### src/rtl/mole_if.sv
// Bundles the per-cycle game inputs and the registered game outputs of mole_scheduler.
// mole_valid is a level, not a handshake: mole_idx/mole_oh describe a live mole only while it is high.
interface mole_if #(
    parameter int NUM_HOLES = 6,
    parameter int SCORE_W   = 8
);
    logic                 tick;
    logic                 start;
    logic [7:0]           rnd;
    logic [NUM_HOLES-1:0] btn;
    logic                 mole_valid;
    logic [2:0]           mole_idx;
    logic [NUM_HOLES-1:0] mole_oh;
    logic [SCORE_W-1:0]   score;
    logic [1:0]           misses;
    logic                 hit_pulse;
    logic                 miss_pulse;
    logic                 game_over;
    logic [2:0]           state_dbg;

    modport master (
        output tick, start, rnd, btn,
        input  mole_valid, mole_idx, mole_oh, score, misses,
               hit_pulse, miss_pulse, game_over, state_dbg
    );

    modport slave (
        input  tick, start, rnd, btn,
        output mole_valid, mole_idx, mole_oh, score, misses,
               hit_pulse, miss_pulse, game_over, state_dbg
    );
endinterface

### src/rtl/mole_scheduler.sv
// Whack-a-mole game control: picks the next hole from the LFSR byte, times the mole,
// judges presses, keeps score/misses and declares game over. All outputs are registered.
module mole_scheduler #(
    parameter int NUM_HOLES  = 6,
    parameter int UP_TICKS   = 20,
    parameter int GAP_TICKS  = 5,
    parameter int MISS_LIMIT = 3,
    parameter int SCORE_W    = 8
) (
    input  logic clk,
    input  logic rst,
    mole_if.slave bus
);

    typedef enum logic [2:0] {
        S_IDLE  = 3'd0,
        S_GAP   = 3'd1,
        S_SPAWN = 3'd2,
        S_UP    = 3'd3,
        S_OVER  = 3'd4
    } state_t;

    localparam int GW = $clog2(GAP_TICKS + 1);
    localparam int UW = $clog2(UP_TICKS + 1);
    localparam logic [GW-1:0] GAP_LAST  = GW'(GAP_TICKS - 1);
    localparam logic [UW-1:0] UP_LAST   = UW'(UP_TICKS - 1);
    localparam logic [3:0]    NH        = 4'(NUM_HOLES);
    localparam logic [2:0]    IDX_LAST  = 3'(NUM_HOLES - 1);
    localparam logic [1:0]    MISS_LAST = 2'(MISS_LIMIT);

    state_t               state, state_n;
    logic [GW-1:0]        gap_cnt, gap_cnt_n;
    logic [UW-1:0]        up_cnt, up_cnt_n;
    logic [2:0]           rej_cnt, rej_cnt_n;
    logic                 rej_full, rej_full_n;
    logic                 prev_valid, prev_valid_n;
    logic                 valid_r, valid_n;
    logic [2:0]           idx_r, idx_n;
    logic [NUM_HOLES-1:0] oh_r, oh_n;
    logic [SCORE_W-1:0]   score_r, score_n;
    logic [1:0]           misses_r, misses_n;
    logic                 hit_r, hit_n;
    logic                 miss_r, miss_n;
    logic                 over_r, over_n;

    logic [2:0]           cand;
    logic [2:0]           idx_plus;
    logic                 accept;
    logic                 btn_hit;
    logic [1:0]           misses_inc;
    logic                 unused_rnd;

    assign unused_rnd = ^bus.rnd[7:3];

    function automatic logic [NUM_HOLES-1:0] onehot(input logic [2:0] idx);
        logic [NUM_HOLES-1:0] oh;
        oh = '0;
        for (int i = 0; i < NUM_HOLES; i++) begin
            oh[i] = (3'(i) == idx);
        end
        return oh;
    endfunction

    // The registered one-hot is only non-zero in UP, so masking btn with it is the hit test.
    assign btn_hit    = |(bus.btn & oh_r);
    assign idx_plus   = (idx_r == IDX_LAST) ? 3'd0 : idx_r + 3'd1;
    assign misses_inc = misses_r + 2'd1;

    always_ff @(posedge clk or negedge rst) begin
        if (!rst) begin
            state      <= S_IDLE;
            gap_cnt    <= '0;
            up_cnt     <= '0;
            rej_cnt    <= '0;
            rej_full   <= 1'b0;
            prev_valid <= 1'b0;
            valid_r    <= 1'b0;
            idx_r      <= '0;
            oh_r       <= '0;
            score_r    <= '0;
            misses_r   <= '0;
            hit_r      <= 1'b0;
            miss_r     <= 1'b0;
            over_r     <= 1'b0;
        end else begin
            state      <= state_n;
            gap_cnt    <= gap_cnt_n;
            up_cnt     <= up_cnt_n;
            rej_cnt    <= rej_cnt_n;
            rej_full   <= rej_full_n;
            prev_valid <= prev_valid_n;
            valid_r    <= valid_n;
            idx_r      <= idx_n;
            oh_r       <= oh_n;
            score_r    <= score_n;
            misses_r   <= misses_n;
            hit_r      <= hit_n;
            miss_r     <= miss_n;
            over_r     <= over_n;
        end
    end

    always_comb begin
        state_n      = state;
        gap_cnt_n    = gap_cnt;
        up_cnt_n     = up_cnt;
        rej_cnt_n    = rej_cnt;
        rej_full_n   = rej_full;
        prev_valid_n = prev_valid;
        valid_n      = valid_r;
        idx_n        = idx_r;
        oh_n         = oh_r;
        score_n      = score_r;
        misses_n     = misses_r;
        hit_n        = 1'b0;
        miss_n       = 1'b0;
        over_n       = over_r;
        // After eight straight rejects the successor hole is forced so SPAWN cannot stall.
        cand         = rej_full ? idx_plus : bus.rnd[2:0];
        accept       = ({1'b0, cand} < NH) && (!prev_valid || (cand != idx_r));

        case (state)
            S_IDLE, S_OVER: begin
                if (bus.start) begin
                    score_n      = '0;
                    misses_n     = '0;
                    gap_cnt_n    = '0;
                    prev_valid_n = 1'b0;
                    over_n       = 1'b0;
                    state_n      = S_GAP;
                end
            end
            S_GAP: begin
                if (bus.tick) begin
                    if (gap_cnt == GAP_LAST) begin
                        gap_cnt_n = '0;
                        state_n   = S_SPAWN;
                    end else begin
                        gap_cnt_n = gap_cnt + GW'(1);
                    end
                end
            end
            S_SPAWN: begin
                if (accept) begin
                    idx_n        = cand;
                    oh_n         = onehot(cand);
                    valid_n      = 1'b1;
                    prev_valid_n = 1'b1;
                    up_cnt_n     = '0;
                    rej_cnt_n    = '0;
                    rej_full_n   = 1'b0;
                    state_n      = S_UP;
                end else begin
                    rej_cnt_n = rej_cnt + 3'd1;
                    if (rej_cnt == 3'd7) begin
                        rej_full_n = 1'b1;
                    end
                end
            end
            S_UP: begin
                // A press wins over a coincident final tick.
                if (btn_hit) begin
                    score_n   = (score_r == '1) ? score_r : score_r + SCORE_W'(1);
                    hit_n     = 1'b1;
                    valid_n   = 1'b0;
                    oh_n      = '0;
                    gap_cnt_n = '0;
                    state_n   = S_GAP;
                end else if (bus.tick) begin
                    if (up_cnt == UP_LAST) begin
                        misses_n = misses_inc;
                        miss_n   = 1'b1;
                        valid_n  = 1'b0;
                        oh_n     = '0;
                        if (misses_inc == MISS_LAST) begin
                            over_n  = 1'b1;
                            state_n = S_OVER;
                        end else begin
                            gap_cnt_n = '0;
                            state_n   = S_GAP;
                        end
                    end else begin
                        up_cnt_n = up_cnt + UW'(1);
                    end
                end
            end
            default: begin
                state_n = S_IDLE;
            end
        endcase
    end

    assign bus.mole_valid = valid_r;
    assign bus.mole_idx   = idx_r;
    assign bus.mole_oh    = oh_r;
    assign bus.score      = score_r;
    assign bus.misses     = misses_r;
    assign bus.hit_pulse  = hit_r;
    assign bus.miss_pulse = miss_r;
    assign bus.game_over  = over_r;
    assign bus.state_dbg  = state;

    a_pulses_exclusive: assert property (@(posedge clk) disable iff (!rst) !(hit_r && miss_r));
    a_oh_matches_valid: assert property (@(posedge clk) disable iff (!rst)
        (valid_r ? (oh_r == onehot(idx_r)) : (oh_r == '0)));

endmodule
### src/flat_wrapper.sv
// flat-port wrapper written by rule: the top's interface ports become plain ports
module mole_scheduler_flat 
#(
    parameter int NUM_HOLES  = 6,
    parameter int UP_TICKS   = 20,
    parameter int GAP_TICKS  = 5,
    parameter int MISS_LIMIT = 3,
    parameter int SCORE_W    = 8
)
  (clk, rst, bus_tick, bus_start, bus_rnd, bus_btn, bus_mole_valid, bus_mole_idx, bus_mole_oh, bus_score, bus_misses, bus_hit_pulse, bus_miss_pulse, bus_game_over, bus_state_dbg);
  mole_if #(.NUM_HOLES(NUM_HOLES), .SCORE_W(SCORE_W)) bus_i ();
  input  logic clk;
  input  logic rst;
  input wire logic [$bits(bus_i.tick)-1:0] bus_tick;
  input wire logic [$bits(bus_i.start)-1:0] bus_start;
  input wire logic [$bits(bus_i.rnd)-1:0] bus_rnd;
  input wire logic [$bits(bus_i.btn)-1:0] bus_btn;
  output wire logic [$bits(bus_i.mole_valid)-1:0] bus_mole_valid;
  output wire logic [$bits(bus_i.mole_idx)-1:0] bus_mole_idx;
  output wire logic [$bits(bus_i.mole_oh)-1:0] bus_mole_oh;
  output wire logic [$bits(bus_i.score)-1:0] bus_score;
  output wire logic [$bits(bus_i.misses)-1:0] bus_misses;
  output wire logic [$bits(bus_i.hit_pulse)-1:0] bus_hit_pulse;
  output wire logic [$bits(bus_i.miss_pulse)-1:0] bus_miss_pulse;
  output wire logic [$bits(bus_i.game_over)-1:0] bus_game_over;
  output wire logic [$bits(bus_i.state_dbg)-1:0] bus_state_dbg;
  assign bus_i.tick = bus_tick;
  assign bus_i.start = bus_start;
  assign bus_i.rnd = bus_rnd;
  assign bus_i.btn = bus_btn;
  assign bus_mole_valid = bus_i.mole_valid;
  assign bus_mole_idx = bus_i.mole_idx;
  assign bus_mole_oh = bus_i.mole_oh;
  assign bus_score = bus_i.score;
  assign bus_misses = bus_i.misses;
  assign bus_hit_pulse = bus_i.hit_pulse;
  assign bus_miss_pulse = bus_i.miss_pulse;
  assign bus_game_over = bus_i.game_over;
  assign bus_state_dbg = bus_i.state_dbg;
  mole_scheduler #(.NUM_HOLES(NUM_HOLES), .UP_TICKS(UP_TICKS), .GAP_TICKS(GAP_TICKS), .MISS_LIMIT(MISS_LIMIT), .SCORE_W(SCORE_W)) u_core (.clk(clk), .rst(rst), .bus(bus_i));
endmodule
### config.mk
export PLATFORM = sky130hd
export DESIGN_NAME = mole_scheduler_flat
export DESIGN_NICKNAME = d
export VERILOG_FILES = /design/src/rtl/mole_if.sv /design/src/rtl/mole_scheduler.sv /design/src/flat_wrapper.sv
export SDC_FILE = /design/constraint.sdc
export NUM_CORES = 1
export LEC_CHECK = 0
export CORE_UTILIZATION = 60
export DETAILED_ROUTE_END_ITERATION = 10
export DONT_BUFFER_PORTS = 1
export PLACE_DENSITY = 0.76
export SKIP_CTS_REPAIR_TIMING = 1
export SLEW_MARGIN = 20
export SYNTH_ARGS = -nofsm -noshare
export SYNTH_HDL_FRONTEND = slang
export SYNTH_SLANG_ARGS = --single-unit
export TNS_END_PERCENT = 100
### constraint.sdc
create_clock -name clk -period 6.15 [get_ports clk]
set_clock_uncertainty 0.1 [all_clocks]
set_input_delay 0.3075 -clock clk [delete_from_list [all_inputs] [get_ports clk]]
set_output_delay 0.3075 -clock clk [all_outputs]
set_load 0.02 [all_outputs]
==> metrics, run 1 <==
Yosys warning count=0; worst path required time=approximately 6300 ps; Placer Congestion=~0.76; Max clock buf depth=2; min Tclk post-route=2738 ps; Pins Over Slew Limit=0; Final Hold Viols=0; die area=around 3800 um^2; synthesized net count=about 250; post-route ant nets=0; synth top area cells=dfrtp_1, nand2_1, ha_1, nor2_1, a21oi_1; Synth Cell Area=about 2100 um^2; total negative setup slack=0 ps; initial core utilization=0.6328; flop-to-flop setup slack=~3400 ps; syn_area_per_cell=9.587 um^2; Fillers=around 270; Synth async-reset ratio=1.000; Hold Path Sink=u_core.bus.mole_oh[4]$_DFFE_PN0P_; Rel. slew slack=0.4109; first-pass GRT wire length=between 7 and 8 mm; input/output buffers=0; unrepaired setup endpoints after global routing=no; Total GRT Usage=0.2670; final core occ=0.6752; period utilisation layout=0.4453; Synth Area in Compound Gates=0.1946; Post-synth top flop=dfrtp_1; # rows=21; hold depth=2; Commonest cells post-synth=dfrtp_1, nand2_1, nor2_1; Core Area=3363 um^2; hold path startpoint=bus_rnd[0]; die height=approximately 62 um; slowest stage delay, CP=~780 ps; post-synthesis mux area share=0.03469; first drt pass iteration count=4; Synth top area share=0.4586; Post-Synth Simple-Gate Area=0.2134; DR DRC count=0; endpoint class of the critical path=flop; Post-Route WL=4.467 mm; fmax=~0.37 GHz; EDFF count, synth=0; DR WL/cell=approximately 17 um; clk sink count=39; total CTS buffers=5; Synth Area in Adders=0.04115; WL met1=around 1.9 mm; IO Pins=between 40 and 50; area delta synth->final=6.702%; Hold Path Class=primary input to flop; routed via count=about 1,700; fraction of layout cells with a size suffix above 1=0.06726; DR vias/cell=about 6.3; Pwr Density=around 460 nW/um^2; nets@finish=approximately 250; startpoint types=flop; Mapped Cells=222; outcome=finished clean; Slowest-stage cell, CP=dfrtp_1; Synth area leader=dfrtp_1; Yosys reg bits=39; H-tree lvl count=2; post-detail-place hpwl=about 3.3 mm; top routing layer in use=met4; ant diodes=0; crit path kind=flop to flop; CTS clk-pin slew, worst paths=roughly 120 ps; largest net degree at the start of global routing=40; Crit Reg-Reg Endpoint=u_core.bus.score[6]$_DFFE_PN0P_; leak pwr=roughly 1 nW; reg2reg start=u_core.bus.state_dbg[0]$_DFFE_PN0P_; initial drt markers=roughly 110; worst-skew pair later-pin latency=360 ps; sequential share of the synthesized area=0.4586; CTS tree=built; XOR/XNOR share of the synthesized area=0.01646; worst hold slack=between 70 and 80 ps; main combinational cell family by area after synthesis=simple AND/OR/NAND/NOR gates; Max-Cap Viols=0; vias in the first global route=roughly 1,600; count leader, synth=dfrtp_1; Die X=approximately 62 um; CTS Root Cell=clkbuf_4; Reg2Reg Depth=6; Slew @ Worst Pin=between 800 and 900 ps; met2 wire length=roughly 2.3 mm; initial antenna violation count=0; final setup fails=0; Crit Path Max Fanout=16; gr ovfl total=0; Worst EP arrival=just under 3000 ps; critical path startpoint=u_core.bus.state_dbg[0]$_DFFE_PN0P_; post-synth cell types=44; WL met3=268 um; crit-path cells=nand3b_1 > nor4_1 > a311o_1 > nor2_1 > a41oi_1 > a21oi_1; peak supply drop=220.8 uV
==> logic make-up after synthesis <==
| logic type | after synthesis |
|---|---|
| buffers and inverters | 18 |
| adder cells (fa/ha/maj) | 7 |
| flip-flops | 39 |
| XOR/XNOR | 4 |
| AO/OA/AOI/OAI | 59 |
| AND/OR/NAND/NOR | 88 |
| multiplexers | 7 |
==> how the worst max path moves through the flow <==
stage | end | slack (ps) | depth (start not counted)
after floorplan | u_core.bus.score[3]$_DFFE_PN0P_ | 4080 | 7
after global placement | u_core.bus.score[6]$_DFFE_PN0P_ | 3530 | 6
after detailed placement | u_core.bus.score[6]$_DFFE_PN0P_ | 3480 | 6
after CTS | u_core.bus.score[6]$_DFFE_PN0P_ | 3440 | 6
after global routing | u_core.bus.score[6]$_DFFE_PN0P_ | 3230 | 6
final | u_core.bus.score[6]$_DFFE_PN0P_ | 3410 | 6
==> state kept, by name, indices dropped and copies added (netlist names) <==
signal	cells
u_core.bus.score	8
u_core.bus.mole_oh	6
u_core.up_cnt	5
u_core.bus.mole_idx	3
u_core.bus.state_dbg	3
u_core.gap_cnt	3
u_core.rej_cnt	3
u_core.bus.misses	2
u_core.bus.game_over	1
u_core.bus.hit_pulse	1
u_core.bus.miss_pulse	1
u_core.bus.mole_valid	1
u_core.prev_valid	1
u_core.rej_full	1
==> critical path: cells and delay by family, from the launching register on <==
kind | cells | cell delay (ps)
AOI/OAI and AO/OA | 3 | 740
and+or+nand+nor | 3 | 1030
DFF | 1 | 780
==> routing by layer <==
metal	vias up	GRT usage
met3	6	0.07983
met1	818	0.3338
li1	814	-
met4	0	0.1048
met2	55	0.4347
met5	-	0
==> final cells by class <==
cell class                 instances  area (um^2)  share of cell area
timing repair buffer               2        37.54             0.01653
inverter                           9        33.78             0.01488
clock buffer                       6        41.29             0.01818
sequential                        39        975.9              0.4298
multi-input combinational        165         1065              0.4689
clock inverter                     2        60.06             0.02645
tap                               46        57.56             0.02534
==> stage by stage <==
stage / power, W / instance area (um^2) / std cells / setup slack (ps)
2_1_floorplan: 0.0007585 / 2128 / 222 / 4078
3_3_place_gp: 0.0007976 / 2132 / 259 / 3528
3_5_place_dp: 0.0008257 / 2132 / 259 / 3482
4_1_cts: 0.001039 / 2233 / 267 / 3438
5_1_grt: 0.001123 / 2271 / 269 / 3228
6_report: 0.001043 / 2271 / 269 / 3412
==> where the power goes <==
group          total [W]  leakage, nW  switching (W)  internal [W]
logic           0.000355        0.424       0.000205      0.000149
registers       0.000476        0.523       0.000152      0.000324
clock network   0.000213       0.0525      0.0000862      0.000127
==> layout by cell type, fill, tap and decap left out, types with 6 or more instances in the layout <==
| cell | count |
|---|---|
| nand3_1 | 7 |
| dfrtp_1 | 39 |
| a22o_1 | 7 |
| o21ai_0 | 9 |
| inv_1 | 9 |
| nand2_1 | 25 |
| nor2b_1 | 6 |
| a21oi_1 | 14 |
| nor2_1 | 20 |
| ha_1 | 7 |
Power figures use the tool's default switching activity.
==> inputs of run 2 (changes only) <==
--- a/config.mk
+++ b/config.mk
@@ -5,10 +5,11 @@
 export SDC_FILE = /design/constraint.sdc
 export NUM_CORES = 1
 export LEC_CHECK = 0
-export CORE_UTILIZATION = 60
+export ABC_AREA = 1
+export CORE_UTILIZATION = 57
 export DETAILED_ROUTE_END_ITERATION = 10
 export DONT_BUFFER_PORTS = 1
-export PLACE_DENSITY = 0.76
+export PLACE_DENSITY = 0.75
 export SKIP_CTS_REPAIR_TIMING = 1
 export SLEW_MARGIN = 20
 export SYNTH_ARGS = -nofsm -noshare
==> constraint.sdc (replaced) <==
create_clock -name clk -period 2.2 [get_ports clk]
set_clock_uncertainty 0.1 [all_clocks]
set_input_delay 0.11 -clock clk [delete_from_list [all_inputs] [get_ports clk]]
set_output_delay 0.11 -clock clk [all_outputs]
set_load 0.02 [all_outputs]
==> run 2 against run 1 <==
The run now ends with negative hold slack left. First-iteration DRC count is 12% higher. Clock power grew to 2.9 times the previous value. Sequential cell count stayed put. Final area is 11% higher. Critical path depth is 5 higher.
==> metrics, run 2 <==
peak supply drop=736.8 uV (was 220.8 uV); Hold Path Sink=u_core.bus.score[2]$_DFFE_PN0P_ (was u_core.bus.mole_oh[4]$_DFFE_PN0P_); initial drt markers=128 (was 114); crit path kind=flop to flop (unchanged); Final Cell Area=2515 um^2 (was 2271 um^2); count leader, synth=nand2_1 (was dfrtp_1); EDFF count, synth=0 (unchanged); Total GRT Usage=0.2442 (was 0.2670); Pwr Density=1211 nW/um^2 (was 459.5 nW/um^2); worst-skew pair later-pin latency=290 ps (was 360 ps); worst hold slack=-14.62 ps (was 79.65 ps); outcome=finished with violations (was finished clean); initial antenna violation count=0 (unchanged); Max-Cap Viols=0 (unchanged); Slowest-stage cell, CP=dfrtp_2 (was dfrtp_1); flop-to-flop setup slack=200 ps (was 3410 ps); commonest non-fill, non-tap cells in the layout=nand2_1, dfrtp_1, inv_1 (was dfrtp_1, nand2_1, nor2_1); reg2reg start=u_core.bus.mole_idx[2]$_DFFE_PN0P_ (was u_core.bus.state_dbg[0]$_DFFE_PN0P_); unrepaired setup endpoints after global routing=no (unchanged); die area=4232 um^2 (was 3789 um^2); Slew @ Worst Pin=343.4 ps (was 883.6 ps); total CTS buffers=5 (unchanged); area delta synth->final=10.99% (was 6.702%); syn_area_per_cell=7.655 um^2 (was 9.587 um^2); Synth top area share=0.4307 (was 0.4586); Synth async-reset ratio=1.000 (unchanged); Crit Reg-Reg Endpoint=u_core.bus.mole_oh[1]$_DFFE_PN0P_ (was u_core.bus.score[6]$_DFFE_PN0P_); post-detail-place hpwl=3.376 mm (was 3.260 mm); DR vias/cell=5.335 (was 6.294); startpoint types=flop (unchanged); Fillers=335 (was 267); post-synth cell types=34 (was 44); synthesized net count=321 (was 247); Final Hold Viols=1 (was 0); IO Pins=44 (unchanged); max reg flops=8 (unchanged); Post-synth top flop=dfrtp_1 (unchanged); CTS tree=built (unchanged); endpoint class of the critical path=flop (unchanged); fmax=0.5012 GHz (was 0.3652 GHz); Commonest cells post-synth=nand2_1, dfrtp_1, inv_1 (was dfrtp_1, nand2_1, nor2_1); post-route ant nets=0 (unchanged); Synth Cell Area=2266 um^2 (was 2128 um^2); leak pwr=1.272 nW (was 0.9991 nW); worst path required time=2330 ps (was 6300 ps); Post-Route WL=4.550 mm (was 4.467 mm); routed via count=1,910 (was 1,693); # rows=22 (was 21); Mapped Cells=296 (was 222); final setup fails=0 (unchanged); Placer Congestion=0.8443 (was 0.7639); Yosys reg bits=39 (unchanged); DR WL/cell=12.71 um (was 16.61 um); cell mode on critical path=nand2_2; first-pass GRT wire length=7.879 mm (was 7.314 mm); critical path depth in cells=11 (was 6); total negative setup slack=0 ps (unchanged); ant diodes=0 (unchanged); most common cell after layout, fill and taps aside=nand2_1 (was dfrtp_1); fraction of layout cells with a size suffix above 1=0.1323 (was 0.06726); critical path's top delay family=simple AND/OR/NAND/NOR gates (unchanged); min Tclk post-route=1995 ps (was 2738 ps); Die X=65.05 um (was 61.56 um); Worst EP arrival=2120 ps (was 2890 ps); hold path startpoint=bus_start (was bus_rnd[0]); Synth area leader=dfrtp_1 (unchanged); Rel. slew slack=0.7711 (was 0.4109); Reg2Reg Depth=11 (was 6); H-tree lvl count=2 (unchanged); largest net degree at the start of global routing=40 (unchanged); Core Area=3744 um^2 (was 3363 um^2); final core occ=0.6718 (was 0.6752); hold depth=3 (was 2); vias in the first global route=1,793 (was 1,617); Max clock buf depth=2 (unchanged); gr ovfl total=0 (unchanged); synth top area cells=dfrtp_1, nand2_1, inv_1, nand3_1, nor2_1 (was dfrtp_1, nand2_1, ha_1, nor2_1, a21oi_1); Tot Pwr=0.003046 W (was 0.001043 W); nets@finish=334 (was 247); crit-path cells=inv_1 > nand3_1 > nand3_1 > nand2_2 > nand2_2 > nand2_2 > o21bai_4 > nand2_2 > nand2_1 > nand2_1 > nand2_1 (was nand3b_1 > nor4_1 > a311o_1 > nor2_1 > a41oi_1 > a21oi_1); input/output buffers=0 (unchanged); first drt pass iteration count=4 (unchanged); clk sink count=39 (unchanged); CTS clk-pin slew, worst paths=80 ps (was 120 ps); area post-placement=2347 um^2 (was 2132 um^2); slowest stage delay, CP=480 ps (was 780 ps); CTS Root Cell=clkbuf_8 (was clkbuf_4); Yosys warning count=0 (unchanged); sequential share of the synthesized area=0.4307 (was 0.4586); Pins Over Slew Limit=0 (unchanged); Crit Path Max Fanout=12 (was 16); critical path startpoint=u_core.bus.mole_idx[2]$_DFFE_PN0P_ (was u_core.bus.state_dbg[0]$_DFFE_PN0P_); die height=65.05 um (was 61.56 um); worst path bufs/invs=1 (was 0); period utilisation layout=0.9069 (was 0.4453); Hold Path Class=primary input to flop (unchanged); DR DRC count=0 (unchanged); failing checks=negative hold slack; initial core utilization=0.6053 (was 0.6328)
==> run 2: how the worst max path moves through the flow <==
| stage | to | slack [ps] |
|---|---|---|
| 4_1_cts | u_core.bus.mole_oh[1]$_DFFE_PN0P_ | 130 |
| 5_1_grt | u_core.bus.mole_valid$_DFFE_PN0P_ | 2 |
| 2_1_floorplan | u_core.bus.score[2]$_DFFE_PN0P_ | 380 |
| 3_5_place_dp | u_core.bus.mole_oh[1]$_DFFE_PN0P_ | 130 |
| 3_3_place_gp | u_core.bus.mole_valid$_DFFE_PN0P_ | 190 |
| 6_report | u_core.bus.mole_oh[1]$_DFFE_PN0P_ | 200 |
==> run 2: metal layers <==
metal | share of wire | vias to the layer above | track usage
met2 | 0.44 | 42 | 0.3841
met5 | 0 | - | 0
met1 | 0.49 | 885 | 0.3243
li1 | - | 976 | -
met3 | 0.055 | 7 | 0.05986
met4 | 0.015 | 0 | 0.09239
==> run 2: worst reg2reg max path, delay by kind of cell (launching register included) <==
family | cells | cell delay (ps)
buf+inv | 1 | 120
flops | 1 | 480
compound gates | 1 | 170
simple gates | 9 | 1080
==> run 2: final cells by class <==
cell class	count	area, um^2	share of cell area
flip-flops and latches	39	978.4	0.3891
inverters	38	142.6	0.05672
repair buffers	11	107.6	0.04279
clock inverters	2	35.03	0.01393
multi-input cells	214	1109	0.4408
well taps	48	60.06	0.02388
clock buffers	6	82.58	0.03284
==> run 2: report_power, final <==
| group | internal [W] | total [W] | switching [W] |
|---|---|---|---|
| registers | 0.000905 | 0.00120 | 0.000300 |
| clock network | 0.000367 | 0.000618 | 0.000251 |
| logic | 0.000408 | 0.00122 | 0.000815 |
==> run 2: stage by stage <==
| stage | instances | setup slack [ps] | hold WS, ps |
|---|---|---|---|
| floorplan | 296 | 375.0 | -285.6 |
| CTS | 355 | 126.7 | -602.8 |
| detailed placement | 347 | 132.4 | -284.7 |
| global route | 358 | 1.942 | 31.34 |
| global placement | 347 | 192.6 | -284.7 |
| finish | 358 | 204.7 | -14.62 |
==> run 2: cells by family (layout without fill, tap and decap cells) <==
| kind of cell | after synthesis | after routing | synth area share |
|---|---|---|---|
| buffers and inverters | 43 | 57 | 0.08006 |
| flip-flops | 39 | 39 | 0.4307 |
| XOR/XNOR | 4 | 4 | 0.01546 |
| AO/OA/AOI/OAI | 32 | 32 | 0.08504 |
| adder cells (fa/ha/maj) | 7 | 7 | 0.03865 |
| AND/OR/NAND/NOR | 171 | 171 | 0.3501 |
